File: src/rtl/arb_pkg.sv
// Shared definitions for the arbitrated N-to-1 channel multiplexer.
package arb_pkg;

    localparam int ARB_RR    = 0;
    localparam int ARB_FIXED = 1;

endpackage

File: src/rtl/rr_arbiter.sv
// One-hot grant generator: round-robin with a rotating priority pointer, or fixed lowest-index priority.
module rr_arbiter
    import arb_pkg::*;
#(
    parameter int N    = 8,
    parameter int MODE = ARB_RR
) (
    input  logic                 clk,
    input  logic                 resetn,
    input  logic [N-1:0]         req,
    input  logic                 advance,
    output logic [N-1:0]         grant,
    output logic [$clog2(N)-1:0] grant_idx
);

    localparam int IW = $clog2(N);

    logic [IW-1:0] ptr;
    logic          found;

    // Search starts at the pointer (round-robin) or at channel 0 (fixed), wrapping past N-1.
    always_comb begin
        grant     = '0;
        grant_idx = '0;
        found     = 1'b0;
        for (int i = 0; i < N; i++) begin
            int k;
            k = (MODE == ARB_FIXED) ? i : int'(ptr) + i;
            if (k >= N) k = k - N;
            if (!found && req[k]) begin
                found     = 1'b1;
                grant[k]  = 1'b1;
                grant_idx = IW'(k);
            end
        end
    end

    always_ff @(posedge clk) begin
        if (!resetn) begin
            ptr <= '0;
        end else if (advance) begin
            ptr <= (int'(grant_idx) == N - 1) ? '0 : grant_idx + 1'b1;
        end
    end

endmodule

File: src/rtl/arb_mux.sv
// N-channel valid/ready arbiter feeding a single registered output slot with 1-cycle latency.
module arb_mux
    import arb_pkg::*;
#(
    parameter int WIDTH = 8,
    parameter int N     = 8,
    parameter int MODE  = ARB_RR
) (
    input  logic                 CLK,
    input  logic                 RESETN,
    input  logic [N*WIDTH-1:0]   I,
    input  logic [N-1:0]         V,
    output logic [N-1:0]         R,
    output logic [WIDTH-1:0]     O,
    output logic                 OV,
    input  logic                 OR,
    output logic [$clog2(N)-1:0] S
);

    localparam int SW = $clog2(N);

    logic             slot_free;
    logic             advance;
    logic [N-1:0]     grant;
    logic [SW-1:0]    grant_idx;
    logic [WIDTH-1:0] mux_data;

    // The slot can be refilled in the same cycle its current word leaves, so no bubble.
    assign slot_free = !OV || OR;
    assign advance   = RESETN && slot_free && (|V);
    assign R         = advance ? grant : '0;

    rr_arbiter #(
        .N    (N),
        .MODE (MODE)
    ) u_arb (
        .clk       (CLK),
        .resetn    (RESETN),
        .req       (V),
        .advance   (advance),
        .grant     (grant),
        .grant_idx (grant_idx)
    );

    always_comb begin
        mux_data = I[int'(grant_idx)*WIDTH +: WIDTH];
    end

    always_ff @(posedge CLK) begin
        if (!RESETN) begin
            O  <= '0;
            S  <= '0;
            OV <= 1'b0;
        end else if (advance) begin
            O  <= mux_data;
            S  <= grant_idx;
            OV <= 1'b1;
        end else if (slot_free) begin
            OV <= 1'b0;
        end
    end

endmodule

File: config.mk
export PLATFORM = sky130hd
export DESIGN_NAME = arb_mux
export DESIGN_NICKNAME = d
export VERILOG_FILES = /design/src/rtl/arb_pkg.sv /design/src/rtl/rr_arbiter.sv /design/src/rtl/arb_mux.sv
export SDC_FILE = /design/constraint.sdc
export NUM_CORES = 1
export LEC_CHECK = 0
export BUFFER_PORTS_ARGS = -buffer_cell sky130_fd_sc_hd__buf_4
export CAP_MARGIN = 20
export CORE_MARGIN = 5
export CORE_UTILIZATION = 40
export DETAILED_ROUTE_END_ITERATION = 16
export PLACE_DENSITY = 0.67
export SETUP_SLACK_MARGIN = 0.1
export SLEW_MARGIN = 20
export SYNTH_ARGS = -nofsm -noshare
export SYNTH_HDL_FRONTEND = slang
export SYNTH_SLANG_ARGS = --single-unit
File: constraint.sdc
create_clock -name CLK -period 9.15 [get_ports CLK]
set_input_delay 0.915 -clock CLK [delete_from_list [all_inputs] [get_ports CLK]]
set_output_delay 0.915 -clock CLK [all_outputs]
set_load 0.1 [all_outputs]
==> metrics.yaml <==
status: "complete, no violations"
firstDrtPassIters: 10
min_path_type: "reg2reg"
ctsResizeCount: 0
synth_xor_area_share_pct: 1.01
end_kind: "output pin"
power_density_nw_per_um2: 407
diodes: 0
nFillCells: 554
finalHoldViolCount: 0
drt_iter0_markers: 150
post-cts-setup-buffers: 0
cp_cell_sequence: "inv_1, ha_1, mux2_2, o22a_1, a21boi_2, o21ai_2, or3_1, a31oi_1, a222oi_1, a21oi_1, a21oi_1, nor2_1, buf_4"
worstPathMaxFanout: 12
slowest_stage: "ha_1"
path_buf_inv: 2
fin_ws_ps: 3560
route.vias.total: 2631
synth-async-reset-ratio_pct: 0
grt_max_degree: 33
fin_area_um2: 3210
grt-ovfl-total: 0
portBuffers: 94
synth_top_area_share_pct: 16.6
synth_top_area_cell: "mux2i_1"
setup_viol: 0
synth_seq_cells: 15
cts_hold_buf: 0
mostFrequentLayoutCell: "buf_4"
synth.yosys.seq_area_share_pct: 12.2
clk_pin_slew_ps: 60
fp.dieH_um: 88.6
leakage_nw: 1.39
cts_tree: "yes"
muxShareOfSynthArea_pct: 31.4
tightest_slew_ps: 829
synth_edf_count: 0
antenna_found_initial: 0
die_area_um2: 7840
placed_area_um2: 3160
path_delay_family: "compound AO/OA/AOI/OAI gates"
final_antenna_net_count: 0
fin_skew_ps: 3.82
synthToLayoutAreaGrowth_pct: 30.0
syn-num-nets: 366
wire_per_inst_um: 18.2
fin_nets: 451
crit_type: "reg2out"
fin_crit_sh_pct: 61.1
wl_mm: 7.99
syn_avg_cell_area_um2: 8.82
drive_gt1_share_pct: 36.3
dp_slack_ps: 3930
fin_crit_ps: 5590
peakVddDrop_mv: 0.388
maxCapViolCount: 0
ios: 95
fp-row-count: 28
drc_errors: 0
htreeDepth: 1
arrival_ps: 4670
whs_ps: 453
grt_pass1_vias: 2596
synth_top_family_by_area: "multiplexers"
dpl.hpwl_mm: 6.25
synthAdderAreaFrac_pct: 5.58
initial_core_util_pct: 41.4
slew_viol_final: 0
synth_compound_area_share_pct: 28.7
rsz0062_at_grt: "no"
root_buffer: "clkbuf_8"
fin_setup_tns_ps: 0
max_stage_delay_ps: 710
via_per_inst: 5.99
dieWidth_um: 88.6
synth-simple-area-share_pct: 15.0
synthFlopType: "dfxtp_1"
max_freq_ghz: 0.179
clock_sinks: 15
clock_path_buffers: 2
ys_types: 63
required_ps: 8240
crit_top_cell: "a21oi_1"
grt_pass1_wl_mm: 12.6
slew-limit-headroom_pct: 44.7
synthesis.area_um2: 2470
clk_latency_ps: 250
core_area_um2: 5960
start_kind: "register"
cts_buffers: 3
final_cell_mix: "buf_4, mux2i_1, nand2_1"
place_congestion: 0.919
yosysWarnings: 0
synth_cells: 280
netlist_top_cells_area: "mux2i_1, dfxtp_1, mux4_2"
grt_use_total_pct: 20.0
synthesized netlist by cell type (all sizes together) (3+ instances only):
master,instances
a31oi,5
mux2,10
nand2b,5
a21oi,12
a221o,7
nor3,4
mux2i,41
nand2,38
o21ai,9
nor2,14
a22oi,5
a222oi,4
a211oi,3
nand3,7
inv,7
mux4,11
a21boi,3
dfxtp,15
o31ai,3
a221oi,4
nor2b,3
ha,11
buf,12
o22ai,5
o32ai,7
o21a,3
clkbuf,5
cell families (layout without fill, tap and decap cells):
group,Yosys count,after routing
DFF,15,15
buffers and inverters,24,108
adders and majority gates,11,11
xor gates and xnor gates,2,2
AOI/OAI and AO/OA,86,86
muxes,62,62
and+or+nand+nor,80,80
registers in the layout, summed over array words and instances (netlist names):
register,count
O,8
S,3
u_arb.ptr,3
OV,1
area by class of cell:
class                           count  area [um2]  share of cell area [%]
Inverter                            7        26.3                   0.819
Multi-Input combinational cell    241        2020                    62.8
Timing Repair Buffer               97         728                    22.7
Clock buffer                        4        45.0                    1.40
Tap cell                           75        93.8                    2.92
Sequential cell                    15         300                    9.36
per-stage QoR:
| stage | std cells | total power, mW | util [%] |
|---|---|---|---|
| 6_report | 439 | 1.31 | 53.9 |
| 5_1_grt | 439 | 1.39 | 53.9 |
| 4_1_cts | 439 | 1.30 | 53.9 |
| 3_5_place_dp | 435 | 1.24 | 53.1 |
| 3_3_place_gp | 435 | 1.24 | 53.1 |
| 2_1_floorplan | 280 | 1.06 | - |
where the power goes:
part	internal, mW	switching, mW
sequential	0.0922	0.0239
combinational	0.424	0.710
clock	0.0308	0.0242
total	0.547	0.758
worst reg2reg max path: cells and delay by family (launching register included):
family,cells,cell delay [ps]
AOI/OAI and AO/OA,6,2070
and+or+nand+nor,2,940
adders and majority gates,1,710
DFF,1,610
muxes,1,410
buffers and inverters,1,330
layer usage:
layer	vias up	track usage, %	part of all wire (%)
li1	1283	-	-
met1	1235	26.9	42
met2	100	33.7	52
met3	13	3.26	5.1
met4	0	4.40	1.3
met5	-	0	0
worst paths after layout:
kind	from	end	slack, ps	cells past startpoint
worst min register to register	O[1]$_SDFFE_PN0P_	O[1]$_SDFFE_PN0P_	450	2
worst min-delay path	O[1]$_SDFFE_PN0P_	O[1]$_SDFFE_PN0P_	450	2
worst max register to register	u_arb.ptr[1]$_SDFFE_PN0P_	O[0]$_SDFFE_PN0P_	4030	11
worst max-delay path	u_arb.ptr[1]$_SDFFE_PN0P_	R[6]	3560	13
No activity file was read; power rests on OpenSTA's default activity.
